==> config.mk <==
export PLATFORM = sky130hd
export DESIGN_NAME = uart_rx_check_flat
export DESIGN_NICKNAME = d
export VERILOG_FILES = /design/src/rtl/uart_rx_check_if.sv /design/src/rtl/uart_rx_check.sv /design/src/flat_wrapper.sv
export SDC_FILE = /design/constraint.sdc
export NUM_CORES = 1
export LEC_CHECK = 0
export ABC_AREA = 1
export CORE_ASPECT_RATIO = 1.5
export CORE_MARGIN = 5
export CORE_UTILIZATION = 40
export DETAILED_ROUTE_END_ITERATION = 16
export SLEW_MARGIN = 20
export SYNTH_ARGS = -nofsm -noshare
export SYNTH_HDL_FRONTEND = slang
export SYNTH_SLANG_ARGS = --single-unit
export TNS_END_PERCENT = 10
==> constraint.sdc <==
create_clock -name clk -period 1.4 [get_ports clk]
set_input_delay 0.21 -clock clk [delete_from_list [all_inputs] [get_ports clk]]
set_output_delay 0.21 -clock clk [all_outputs]
set_load 0.02 [all_outputs]
==> src/rtl/uart_rx_check_if.sv <==
// Receiver-side bundle for uart_rx_check: baud strobe, serial line, frame
// configuration and the per-frame result outputs.
interface uart_rx_check_if #(
    parameter int DSIZE = 8
);
    logic             baud_tick;
    logic             rxd;
    logic [3:0]       bitWidth;
    logic             parity_en;
    logic             oddeven;
    logic [DSIZE-1:0] data_out;
    logic             data_valid;
    logic             parity_err;
    logic             frame_err;
    logic             busy;

    modport master (
        output baud_tick, rxd, bitWidth, parity_en, oddeven,
        input  data_out, data_valid, parity_err, frame_err, busy
    );

    modport slave (
        input  baud_tick, rxd, bitWidth, parity_en, oddeven,
        output data_out, data_valid, parity_err, frame_err, busy
    );
endinterface

==> src/rtl/uart_rx_check.sv <==
// Oversampling UART receiver with start-glitch rejection, 5..8 data bits,
// optional even/odd parity and stop-bit (framing) check.
module uart_rx_check #(
    parameter int DSIZE = 8,
    parameter int OSR   = 16
) (
    input logic          clk,
    input logic          rst,
    uart_rx_check_if.slave bus
);
    localparam int TW = (OSR > 1) ? $clog2(OSR) : 1;
    localparam logic [TW-1:0] C_START_CTR = TW'(OSR / 2 - 1);
    localparam logic [TW-1:0] C_BIT_CTR   = TW'(OSR - 1);

    typedef enum logic [2:0] {
        S_IDLE, S_START, S_DATA, S_PARITY, S_STOP
    } state_t;

    state_t           r_state;
    state_t           w_state_nxt;
    logic             r_sync1, r_sync2;
    logic             w_rxd;
    logic [TW-1:0]    r_tick;
    logic [3:0]       r_bit;
    logic [3:0]       r_width;
    logic [3:0]       w_width_eff;
    logic             r_par_en, r_odd, r_par_bit;
    logic [DSIZE-1:0] r_shift;
    logic [DSIZE-1:0] r_data_out;
    logic             r_data_valid, r_parity_err, r_frame_err;
    logic             w_centre;
    logic             w_par_bad;

    assign w_rxd = r_sync2;

    // Bit centre: half a bit into START, then one full bit period apart.
    assign w_centre = bus.baud_tick &&
                      ((r_state == S_START) ? (r_tick == C_START_CTR)
                                            : (r_tick == C_BIT_CTR));

    // Received parity bit against XOR of data bits and the odd/even sense.
    assign w_par_bad = (^r_shift) ^ r_odd ^ r_par_bit;

    // Unsupported widths fall back to a full 8-bit frame.
    always_comb begin
        w_width_eff = 4'd8;
        case (bus.bitWidth)
            4'd5, 4'd6, 4'd7: w_width_eff = bus.bitWidth;
            default:          w_width_eff = 4'd8;
        endcase
    end

    // Two-flop synchronizer; idles high so reset never looks like a start bit.
    always_ff @(posedge clk) begin
        if (rst) begin
            r_sync1 <= 1'b1;
            r_sync2 <= 1'b1;
        end else begin
            r_sync1 <= bus.rxd;
            r_sync2 <= r_sync1;
        end
    end

    // FSM state register.
    always_ff @(posedge clk) begin
        if (rst) r_state <= S_IDLE;
        else     r_state <= w_state_nxt;
    end

    // FSM next-state: every transition after IDLE happens on a bit centre.
    always_comb begin
        w_state_nxt = r_state;
        case (r_state)
            S_IDLE:   if (bus.baud_tick && !w_rxd) w_state_nxt = S_START;
            S_START:  if (w_centre) w_state_nxt = w_rxd ? S_IDLE : S_DATA;
            S_DATA:   if (w_centre && (r_bit == r_width - 4'd1))
                          w_state_nxt = r_par_en ? S_PARITY : S_STOP;
            S_PARITY: if (w_centre) w_state_nxt = S_STOP;
            S_STOP:   if (w_centre) w_state_nxt = S_IDLE;
            default:  w_state_nxt = S_IDLE;
        endcase
    end

    // Datapath: tick/bit counters, config latch, shift register, results.
    always_ff @(posedge clk) begin
        if (rst) begin
            r_tick       <= '0;
            r_bit        <= '0;
            r_width      <= 4'd8;
            r_par_en     <= 1'b0;
            r_odd        <= 1'b0;
            r_par_bit    <= 1'b0;
            r_shift      <= '0;
            r_data_out   <= '0;
            r_data_valid <= 1'b0;
            r_parity_err <= 1'b0;
            r_frame_err  <= 1'b0;
        end else begin
            r_data_valid <= 1'b0;
            if (r_state == S_IDLE)
                r_tick <= '0;
            else if (bus.baud_tick)
                r_tick <= w_centre ? '0 : r_tick + TW'(1);

            case (r_state)
                S_IDLE: begin
                    r_bit <= '0;
                    if (bus.baud_tick && !w_rxd) begin
                        r_width  <= w_width_eff;
                        r_par_en <= bus.parity_en;
                        r_odd    <= bus.oddeven;
                        r_shift  <= '0;
                    end
                end
                S_DATA: begin
                    if (w_centre) begin
                        r_shift <= r_shift | (DSIZE'(w_rxd) << r_bit);
                        r_bit   <= r_bit + 4'd1;
                    end
                end
                S_PARITY: begin
                    if (w_centre) r_par_bit <= w_rxd;
                end
                S_STOP: begin
                    if (w_centre) begin
                        r_data_out   <= r_shift;
                        r_parity_err <= r_par_en & w_par_bad;
                        r_frame_err  <= ~w_rxd;
                        r_data_valid <= 1'b1;
                    end
                end
                default: ;
            endcase
        end
    end

    assign bus.data_out   = r_data_out;
    assign bus.data_valid = r_data_valid;
    assign bus.parity_err = r_parity_err;
    assign bus.frame_err  = r_frame_err;
    assign bus.busy       = (r_state != S_IDLE);
endmodule

==> src/flat_wrapper.sv <==
// flat-port wrapper written by rule: the top's interface ports become plain ports
module uart_rx_check_flat 
#(
    parameter int DSIZE = 8,
    parameter int OSR   = 16
)
  (clk, rst, bus_baud_tick, bus_rxd, bus_bitWidth, bus_parity_en, bus_oddeven, bus_data_out, bus_data_valid, bus_parity_err, bus_frame_err, bus_busy);
  uart_rx_check_if #(.DSIZE(DSIZE)) bus_i ();
  input logic clk;
  input logic rst;
  input wire logic [$bits(bus_i.baud_tick)-1:0] bus_baud_tick;
  input wire logic [$bits(bus_i.rxd)-1:0] bus_rxd;
  input wire logic [$bits(bus_i.bitWidth)-1:0] bus_bitWidth;
  input wire logic [$bits(bus_i.parity_en)-1:0] bus_parity_en;
  input wire logic [$bits(bus_i.oddeven)-1:0] bus_oddeven;
  output wire logic [$bits(bus_i.data_out)-1:0] bus_data_out;
  output wire logic [$bits(bus_i.data_valid)-1:0] bus_data_valid;
  output wire logic [$bits(bus_i.parity_err)-1:0] bus_parity_err;
  output wire logic [$bits(bus_i.frame_err)-1:0] bus_frame_err;
  output wire logic [$bits(bus_i.busy)-1:0] bus_busy;
  assign bus_i.baud_tick = bus_baud_tick;
  assign bus_i.rxd = bus_rxd;
  assign bus_i.bitWidth = bus_bitWidth;
  assign bus_i.parity_en = bus_parity_en;
  assign bus_i.oddeven = bus_oddeven;
  assign bus_data_out = bus_i.data_out;
  assign bus_data_valid = bus_i.data_valid;
  assign bus_parity_err = bus_i.parity_err;
  assign bus_frame_err = bus_i.frame_err;
  assign bus_busy = bus_i.busy;
  uart_rx_check #(.DSIZE(DSIZE), .OSR(OSR)) u_core (.clk(clk), .rst(rst), .bus(bus_i));
endmodule
==> flow_summary.toml <==
[grt]
grt_pass1_vias = 1848
track_usage = 0.1568
grt_pass1_wl_mm = 7.665
grt.overflow.total = 0
grt_max_degree = 15
antenna_found_initial = 0

[synth]
syn_area_mm2 = 0.001901
synth_warnings = 0
yosysUniqueCellTypes = 25
syn_avg_cell_area_um2 = 7.039
synthCells = 270
synth_fp_nets = 283
synth-seq-area-share = 0.4108
yosys_register_bits = 39

[drt]
first_pass_iters = 4
via_per_inst = 4.739
drtAntennaViolNets = 0
first_iter_violations = 88
wire_per_inst_um = 11.00
totalWireLength_mm = 4.334
wl_met1_mm = 1.885
met2WireLength_mm = 2.224
dr.max_layer_used = "met4"
drcViolationCount = 0
via_count = 1867
wl_met3_um = 128

[clocking]
numClockSinks = 39
cts_buffers = 5
cts.htree.levels = 2
cts_hold_buf = 0
insertion_delay_ns = 0.29
cts_tree = "built"
clk_path_buf_depth = 2
clkTransAtPathRegs_ns = 0.07
cts_root_buf = "clkbuf_8"

[pwr]
p_leak_nw = 1.182
worst_ir_drop_vdd_uv = 877.9
p_per_area_mw_per_mm2 = 1379

[cells_and_area]
nNetsFinal = 342
final_core_util = 0.5872
finalNonFillerCells = 394
layout_common_cells = "nand2_1 (48), buf_4 (34), inv_1 (32), dfxtp_1 (32), nand3_1 (28)"
syn2layout_area_growth_pct = 41.47
final_common_cell = "nand2_1"
drive_above_1_share = 0.2879
diodes = 0

[sta]
setup_viol = 14
hold_ws_ns = 0.4229
tns_ns = -0.2675
fmax_mhz = 696.3
worstMarginPinSlew_ns = 0.2695
fin_crit_sh = 1.026
drv_slew = 0
hold_viol = 0
rsz0062_at_grt = "yes"
period_needed_ns = 1.436
maxSlewHeadroom = 0.8178
fin_skew_ns = 0.003687
fin_ws_ns = -0.03623

[floorplanning]
die_h_um = 94.42
dieWidth_um = 66.28
pin_count = 22
design.core.area_mm2 = 0.004579
dieArea_mm2 = 0.006258
initial_core_util = 0.4150
num_rows = 30

[critical_path]
critPathCaptureType = "register"
cp.required_ns = 1.63
cp_max_fo = 6
criticalPathCategory = "reg -> reg"
cp.arrival_ns = 1.67
start_kind = "register"

[placement]
dp_hpwl_mm = 3.332
dp_cells = 381
gp_congestion = 0.8322
io_buffer_count = 21
pre_cts_slack_ns = -0.3202

[status]
status = "finished with violations"
violations = "negative setup slack"

[worst_hold_path]
worstHoldPathType = "reg -> reg"

[run]
drv_cap = 0
-- cell type report --
type                            count  area, um^2
Fill cell                         452        1891
Multi-Input combinational cell    188        1102
Sequential cell                    39       789.5
Tap cell                           64       80.08
Clock buffer                        7       76.32
Inverter                           36       135.1
Timing Repair Buffer               59       500.5
Clock inverter                      1       5.005
-- state kept, by name, summed over array words and instances, names as in the netlist --
register	cells
u_core.bus.frame_err	1
u_core.r_shift	8
u_core.r_par_bit	1
u_core.r_par_en	1
u_core.r_sync1	1
u_core.r_sync2	1
u_core.bus.parity_err	1
u_core.r_width	4
u_core.r_state	3
u_core.r_odd	1
u_core.bus.data_out	8
u_core.bus.data_valid	1
u_core.r_tick	4
u_core.r_bit	4
-- cells by family (layout without fill, tap and decap cells) --
kind of cell | count (synthesis) | count (layout) | share of synthesized area
adders and majority gates | 3 | 3 | 0.01975
xor gates and xnor gates | 9 | 9 | 0.04148
and+or+nand+nor | 121 | 121 | 0.2831
DFF | 39 | 39 | 0.4108
AOI/OAI and AO/OA | 55 | 55 | 0.1514
buffers and inverters | 43 | 103 | 0.09348
-- metrics by stage --
| step | total power [mW] | area (um^2) |
|---|---|---|
| final | 3.707 | 2689 |
| after global routing | 3.979 | 2689 |
| after CTS | 3.617 | 2582 |
| after detailed placement | 2.689 | 2411 |
| after global placement | 2.674 | 2411 |
| after floorplan | 2.198 | 1903 |
-- where the power goes --
part	internal (mW)	switching [mW]
Sequential	1.21	0.0927
Combinational	0.688	0.987
Clock	0.349	0.377
Total	2.25	1.46
-- synthesized netlist by cell type --
library cell | n | area, um^2
a21oi_1 | 32 | 160.2
a21oi_2 | 1 | 8.760
a22oi_1 | 1 | 7.510
and3_2 | 1 | 7.510
buf_4 | 2 | 15.01
buf_6 | 1 | 11.26
clkbuf_1 | 3 | 11.26
clkbuf_2 | 1 | 5.000
dfxtp_1 | 39 | 780.8
ha_1 | 3 | 37.54
inv_1 | 36 | 135.1
nand2_1 | 54 | 202.7
nand3_1 | 31 | 155.2
nand3_4 | 1 | 17.52
nor2_1 | 26 | 97.59
nor2_4 | 1 | 11.26
nor3_1 | 3 | 15.01
nor3_2 | 1 | 10.01
nor4b_1 | 1 | 8.760
o21a_1 | 1 | 7.510
o21ai_0 | 19 | 95.09
o21ai_2 | 1 | 8.760
or2_2 | 2 | 12.51
xnor2_1 | 2 | 17.52
xor2_1 | 7 | 61.31
-- path summary, 6_finish.rpt --
kind | startpoint | endpoint | slack [ns] | depth (start not counted)
max | u_core.r_tick[1]$_SDFFE_PP0P_ | u_core.r_bit[2]$_SDFFE_PP0P_ | -0.04 | 7
min | u_core.r_sync1$_SDFF_PP1_ | u_core.r_sync2$_SDFF_PP1_ | 0.42 | 1
max reg2reg | u_core.r_tick[1]$_SDFFE_PP0P_ | u_core.r_bit[2]$_SDFFE_PP0P_ | -0.04 | 7
min reg2reg | u_core.r_sync1$_SDFF_PP1_ | u_core.r_sync2$_SDFF_PP1_ | 0.42 | 1
-- routing by layer --
metal,up-vias,GRT usage
met2,23,0.2900
met4,0,0.06441
met1,841,0.1685
met5,-,0
met3,10,0.03214
li1,993,-
-- critical path, stage by stage (launching register included) --
cell and delay, ns:
dfxtp_2 0.36, ha_4 0.14, and3_4 0.19, nand3_4 0.12
o21ai_4 0.21, buf_6 0.15, nand3_1 0.08, a21oi_2 0.11
-- repair_timing --
item	CTS	global route
pin swaps	13	7
buffers inserted	2	2
endpoints found under the setup margin	37	35
gates resized for setup	41	36
gates cloned	1	0
Note: power is estimated with default switching activity, not from simulation.
